<file path="config.mk">
export PLATFORM = sky130hd
export DESIGN_NAME = pipeline_ctrl
export DESIGN_NICKNAME = d
export VERILOG_FILES = /design/src/rtl/riscv_pkg.sv /design/src/rtl/pipeline_ctrl_hazard_detect.sv /design/src/rtl/pipeline_ctrl.sv
export SDC_FILE = /design/constraint.sdc
export NUM_CORES = 1
export LEC_CHECK = 0
export CAP_MARGIN = 15
export CORE_UTILIZATION = 53
export CTS_CLUSTER_DIAMETER = 80
export DETAILED_ROUTE_END_ITERATION = 6
export GPL_TIMING_DRIVEN = 0
export HOLD_SLACK_MARGIN = 0.03
export PLACE_DENSITY_LB_ADDON = 0.25
export SYNTH_ARGS = -nofsm -noshare
export SYNTH_HDL_FRONTEND = slang
export SYNTH_SLANG_ARGS = --single-unit
export TNS_END_PERCENT = 100
</file>
<file path="constraint.sdc">
create_clock -name clk -period 5.61 [get_ports clk]
set_clock_uncertainty 0.2 [all_clocks]
set_input_delay 0.8415 -clock clk [delete_from_list [all_inputs] [get_ports clk]]
set_output_delay 0.8415 -clock clk [all_outputs]
set_load 0.1 [all_outputs]
</file>
<file path="src/rtl/riscv_pkg.sv">
// Shared pipeline-control types: hazard sequencer states, the per-register
// stall/flush bundle, and default sizing constants.
package riscv_pkg;

   typedef enum logic [1:0] {
      RUN        = 2'd0,
      FETCH_WAIT = 2'd1,
      MEM_WAIT   = 2'd2,
      HALT       = 2'd3
   } hazard_state_t;

   typedef struct packed {
      logic pc_stall;
      logic if_id_stall;
      logic id_ex_stall;
      logic ex_mem_stall;
      logic if_id_flush;
      logic id_ex_flush;
      logic mem_wb_flush;
   } pipe_ctrl_t;

   localparam int MEM_TIMEOUT_DEFAULT = 255;
   localparam int CNT_W_DEFAULT       = 32;

endpackage

</file>
<file path="src/rtl/pipeline_ctrl_hazard_detect.sv">
// Load-use compare: the load in EX writes a register that the ID instruction reads.
module hazard_detect (
   input  logic [4:0] id_rs1,
   input  logic [4:0] id_rs2,
   input  logic       id_use_rs1,
   input  logic       id_use_rs2,
   input  logic [4:0] ex_rd,
   input  logic       ex_mem_read,
   output logic       load_use
);

   // x0 is never a real dependency, so a load to it cannot create a hazard
   always_comb begin
      load_use = ex_mem_read && (ex_rd != 5'd0) &&
                 ((id_use_rs1 && (id_rs1 == ex_rd)) ||
                  (id_use_rs2 && (id_rs2 == ex_rd)));
   end

endmodule

</file>
<file path="src/rtl/pipeline_ctrl.sv">
// Central stall/flush sequencer for the five-stage pipeline, with a data-memory
// timeout into HALT and saturating stall/flush performance counters.
module pipeline_ctrl
   import riscv_pkg::*;
#(
   parameter int MEM_TIMEOUT = MEM_TIMEOUT_DEFAULT,
   parameter int CNT_W       = CNT_W_DEFAULT
) (
   input  logic             clk,
   input  logic             reset,
   input  logic [4:0]       id_rs1,
   input  logic [4:0]       id_rs2,
   input  logic             id_use_rs1,
   input  logic             id_use_rs2,
   input  logic [4:0]       ex_rd,
   input  logic             ex_mem_read,
   input  logic             ex_redirect,
   input  logic             imem_ready,
   input  logic             dmem_req,
   input  logic             dmem_ready,
   input  logic             halt_req,
   output logic             pc_stall,
   output logic             if_id_stall,
   output logic             id_ex_stall,
   output logic             ex_mem_stall,
   output logic             if_id_flush,
   output logic             id_ex_flush,
   output logic             mem_wb_flush,
   output hazard_state_t    state,
   output logic             halted,
   output logic [CNT_W-1:0] stall_cnt,
   output logic [CNT_W-1:0] flush_cnt
);

   localparam int                WAIT_W    = $clog2(MEM_TIMEOUT + 1);
   localparam logic [WAIT_W-1:0] WAIT_LAST = WAIT_W'(MEM_TIMEOUT - 1);
   localparam logic [WAIT_W-1:0] WAIT_ONE  = WAIT_W'(1);
   localparam logic [CNT_W-1:0]  CNT_ONE   = CNT_W'(1);

   logic [WAIT_W-1:0] wait_cnt;
   pipe_ctrl_t        ctrl;
   logic              load_use;
   logic              data_wait;
   logic              timeout;

   hazard_detect u_hazard_detect (
      .id_rs1      (id_rs1),
      .id_rs2      (id_rs2),
      .id_use_rs1  (id_use_rs1),
      .id_use_rs2  (id_use_rs2),
      .ex_rd       (ex_rd),
      .ex_mem_read (ex_mem_read),
      .load_use    (load_use)
   );

   assign data_wait = dmem_req && !dmem_ready;
   // The wait counter holds the cycles already spent; this cycle is the last allowed one
   assign timeout   = data_wait && (wait_cnt == WAIT_LAST);

   // Reset flushes every stage so nothing stale retires; otherwise the
   // highest-priority hazard alone decides this cycle's controls.
   always_comb begin
      ctrl = '0;
      if (reset) begin
         ctrl.if_id_flush  = 1'b1;
         ctrl.id_ex_flush  = 1'b1;
         ctrl.mem_wb_flush = 1'b1;
      end else if (state == HALT) begin
         ctrl.pc_stall     = 1'b1;
         ctrl.if_id_stall  = 1'b1;
         ctrl.id_ex_stall  = 1'b1;
         ctrl.ex_mem_stall = 1'b1;
      end else if (data_wait) begin
         ctrl.pc_stall     = 1'b1;
         ctrl.if_id_stall  = 1'b1;
         ctrl.id_ex_stall  = 1'b1;
         ctrl.ex_mem_stall = 1'b1;
         ctrl.mem_wb_flush = 1'b1;
      end else if (ex_redirect) begin
         ctrl.if_id_flush  = 1'b1;
         ctrl.id_ex_flush  = 1'b1;
      end else if (load_use) begin
         ctrl.pc_stall     = 1'b1;
         ctrl.if_id_stall  = 1'b1;
         ctrl.id_ex_flush  = 1'b1;
      end else if (!imem_ready) begin
         ctrl.pc_stall     = 1'b1;
         ctrl.if_id_flush  = 1'b1;
      end
   end

   assign pc_stall     = ctrl.pc_stall;
   assign if_id_stall  = ctrl.if_id_stall;
   assign id_ex_stall  = ctrl.id_ex_stall;
   assign ex_mem_stall = ctrl.ex_mem_stall;
   assign if_id_flush  = ctrl.if_id_flush;
   assign id_ex_flush  = ctrl.id_ex_flush;
   assign mem_wb_flush = ctrl.mem_wb_flush;
   assign halted       = (state == HALT);

   // HALT is sticky until reset; a completing access in the timeout cycle wins.
   always_ff @(posedge clk) begin
      if (reset) begin
         state     <= RUN;
         wait_cnt  <= '0;
         stall_cnt <= '0;
         flush_cnt <= '0;
      end else begin
         if (state == HALT || halt_req || timeout) begin
            state    <= HALT;
            wait_cnt <= '0;
         end else if (data_wait) begin
            state    <= MEM_WAIT;
            wait_cnt <= wait_cnt + WAIT_ONE;
         end else begin
            state    <= imem_ready ? RUN : FETCH_WAIT;
            wait_cnt <= '0;
         end

         if (ctrl.pc_stall && (stall_cnt != '1)) begin
            stall_cnt <= stall_cnt + CNT_ONE;
         end
         if ((ctrl.if_id_flush || ctrl.id_ex_flush) && (flush_cnt != '1)) begin
            flush_cnt <= flush_cnt + CNT_ONE;
         end
      end
   end

endmodule

</file>
==> summary.txt, run 1 <==
Status
  – Status: completed

Global route
  – Global Route Usage Sum: 0.266
  – Initial antenna violation count: 0
  – Number of global-route vias before repair: around 3400
  – First-pass GRT wire length: around 16 mm
  – Largest net degree at the start of global routing: 13
  – Total grt overflow: 0

Route
  – Vias per inst: around 5.7
  – Post-DR wirelength/cell: 14.9 um
  – Vias: about 3800
  – DR pass1 iterations: 4
  – Initial DRC Count: 212
  – Routed Antenna Nets: 0
  – M1 WL: roughly 4.3 mm
  – Routed wire length: 9.87 mm
  – Met2 wire len: between 4 and 5 mm
  – # DRC: 0
  – Routed wl met3: between 500 and 600 um
  – DR top layer: met4

Floorplan
  – Initial Util: 0.557
  – IO Pins: 99
  – Core Region: roughly 6900 sq um
  – Num rows: 30
  – Die X: 87.0 um
  – Die H: 87.0 um
  – Die area: between 7000 and 8000 sq um

STA
  – Slew Viols, Final: 0
  – Final min period: ~5.4 ns
  – RSZ-0062 raised after global routing: no
  – Final Hold Viols: 0
  – Setup violators final: 0
  – Setup TNS: 0 ns
  – Transition time of the tightest slew-check pin: around 1.1 ns
  – Slew Limit Headroom: 0.263
  – Maximum clock frequency: between 150 and 200 MHz
  – Hold_ws: approximately 0.29 ns
  – Final Cycle Share: 0.961

Placement
  – Port Buf Inserts: 98
  – Area after DPL: around 5000 sq um
  – Placed cells: approximately 650
  – Gpl congestion: approximately 0.89
  – Hpwl dp: ~7.3 mm

Clock tree
  – Post-CTS sizing: 0
  – Postcts setup bufs: 0
  – CTS tree: yes
  – Cts-stage hold buffer count: 0
  – Root Driver: clkbuf_8
  – CTS max path bufs: 2
  – Clk sinks: 74
  – Clk Latency, worst-skew pair: about 0.35 ns
  – TritonCTS buffer count: 9
  – Clk slew on worst S/H paths: ~0.07 ns
  – H-tree depth: 3

Pwr
  – Tot Pwr: between 1 and 1.5 mW
  – Clock network power share: 0.346
  – Internal: 749 uW
  – Power share of the combinational group: 0.151
  – Peak VDD IR: approximately 0.13 mV
  – P_leak: 1.66 nW
  – Net Sw Frac: 0.299
  – PD cells: approximately 210 nW/um^2
  – Psw: about 320 uW
  – Sequential share of power: 0.503

Yosys
  – Post-synth net total: 480
  – Ys Warns: 0
  – Dominant cell type by area after synthesis: dfxtp_1
  – Most frequent cells after synthesis: dfxtp_1 (74), nor2_1 (56), nand2_1 (31)
  – Synth Flop Type: dfxtp_1
  – Syn Area/Cell: 8.49 sq um
  – Top cell type's share of synthesized area: 0.387
  – Main area contributors after synthesis: dfxtp_1 (39%), xor2_1 (5.7%), nor2_1 (5.5%), xnor2_1 (5.5%), nand4_1 (4.4%)
  – Gate Count Post-Synth: 451
  – Distinct cells, synth: 43
  – Synth Cell Area: between 3000 and 4000 sq um
  – Register area share after synthesis: 0.387
  – Post-synthesis async set-or-reset flop share: 0
  – Number of flops mapped to enable cells by yosys: 0
  – #FFs+latches synth: 74
  – Most common cell in the netlist: dfxtp_1

Cells and area
  – Multi-input gate area: between 2000 and 2500 sq um
  – Register area: ~1500 sq um
  – Fin area: approximately 5100 sq um
  – # nets final: between 500 and 600
  – ANT cells: 0
  – Filler Cell Count: about 530
  – Share of layout cells above drive strength 1: 0.0832
  – Area grow syn2layout: 33.4%
  – Non-Filler Instances: about 660

Worst setup path
  – CP Launch Type: input port
  – Delay-heaviest family, CP: buffers and inverters
  – CP most frequent cell: clkdlybuf4s50_1
  – Worst EP required: ~4.6 ns
  – CP cell instances: clkdlybuf4s50_1, or4_1, o21a_1, a311oi_1, inv_1, clkbuf_1, clkdlybuf4s50_1
  – Arr. time, crit path: roughly 4.4 ns
  – Worst path slowest cell: clkdlybuf4s50_1
  – Endpoint type of the worst setup path: output pin
  – Max incr delay on CP: 1.03 ns
  – Setup slack, reg-to-reg: about 2.2 ns
  – CP max FO: 10
  – Critical path type: input port to output pin
  – CP Buf/Inv Count: 4

Min path
  – Min-Delay Path Class: flop to flop

Run
  – Maxcap violations: 0
metal layers:
metal,vias up,GRT usage
met4,0,0.0955
met3,12,0.0616
met1,1774,0.335
met5,-,0
met2,133,0.443
li1,1837,-
path summary, 6_finish.rpt:
check / to / start / cells past startpoint
setup / recovery: pc_stall / ex_rd[0] / 7
hold / removal: wait_cnt[0]$_SDFF_PP0_ / wait_cnt[0]$_SDFF_PP0_ / 1
setup reg to reg: stall_cnt[20]$_SDFFE_PP0P_ / stall_cnt[0]$_SDFFE_PP0P_ / 9
hold reg to reg: wait_cnt[0]$_SDFF_PP0_ / wait_cnt[0]$_SDFF_PP0_ / 1
worst reg2reg max path, cell delays in order, from the launching register on:
cell      delay (ns)
dfxtp_1         0.40
ha_1            0.25
nand3_1         0.13
nor4_1          0.94
and4_1          0.32
clkbuf_1        0.27
clkbuf_1        0.40
nor3_1          0.13
xnor2_1         0.18
nor2_1          0.05
flip-flops by register name (all words and copies together) (netlist names):
signal     cells
wait_cnt       8
state          2
flush_cnt     32
stall_cnt     32
final cells by class:
cell class                      count  area share
Inverter                           13     0.00956
Clock inverter                      5     0.00588
Tap cell                           96      0.0235
Multi-Input combinational cell    344       0.425
Buffer                             20      0.0262
Clock buffer                       11      0.0277
Sequential cell                    74       0.290
Timing Repair Buffer               98       0.192
cells by family (layout without fill, tap and decap cells):
kind of cell | after synthesis | in the layout | synth area share
and+or+nand+nor | 224 | 224 | 0.316
DFF | 74 | 74 | 0.387
xor gates and xnor gates | 49 | 49 | 0.112
muxes | 7 | 7 | 0.0209
AOI/OAI and AO/OA | 60 | 60 | 0.104
adders and majority gates | 4 | 4 | 0.0131
buffers and inverters | 33 | 147 | 0.0477
stage by stage:
stage           util  setup WS (ns)
2_1_floorplan      -          0.765
3_3_place_gp   0.718          0.209
3_5_place_dp   0.718          0.246
4_1_cts        0.743          0.240
5_1_grt        0.743          0.138
6_report       0.743          0.217
cells in the final DEF (no fill, tap or decap), types with 12 or more instances in the layout:
master and instances:
clkdlybuf4s50_1 98, dfxtp_1 74, nor2_1 56, nand2_1 31, nand4_1 27, nand3_1 25, xor2_1 25, xnor2_1 24
or3_1 22, a21oi_1 15, o21ai_1 14, inv_1 13, clkbuf_1 13, a21oi_2 13, nor3_1 12
power by group through the flow:
| stage | Clock, mW | Sequential [mW] | Combinational (mW) |
|---|---|---|---|
| after floorplan | 0 | 0.587 | 0.0727 |
| after global placement | 0 | 0.550 | 0.158 |
| after detailed placement | 0 | 0.550 | 0.162 |
| after CTS | 0.374 | 0.537 | 0.162 |
| after global routing | 0.402 | 0.539 | 0.169 |
| final | 0.370 | 0.537 | 0.161 |
Note: power is estimated with default switching activity, not from simulation.
==> run 2: changes to the inputs <==
Settings changed: CTS_CLUSTER_SIZE set to 40.
==> results of run 2 <==
Final layout, timing and power as in run 1 (identical DEF).
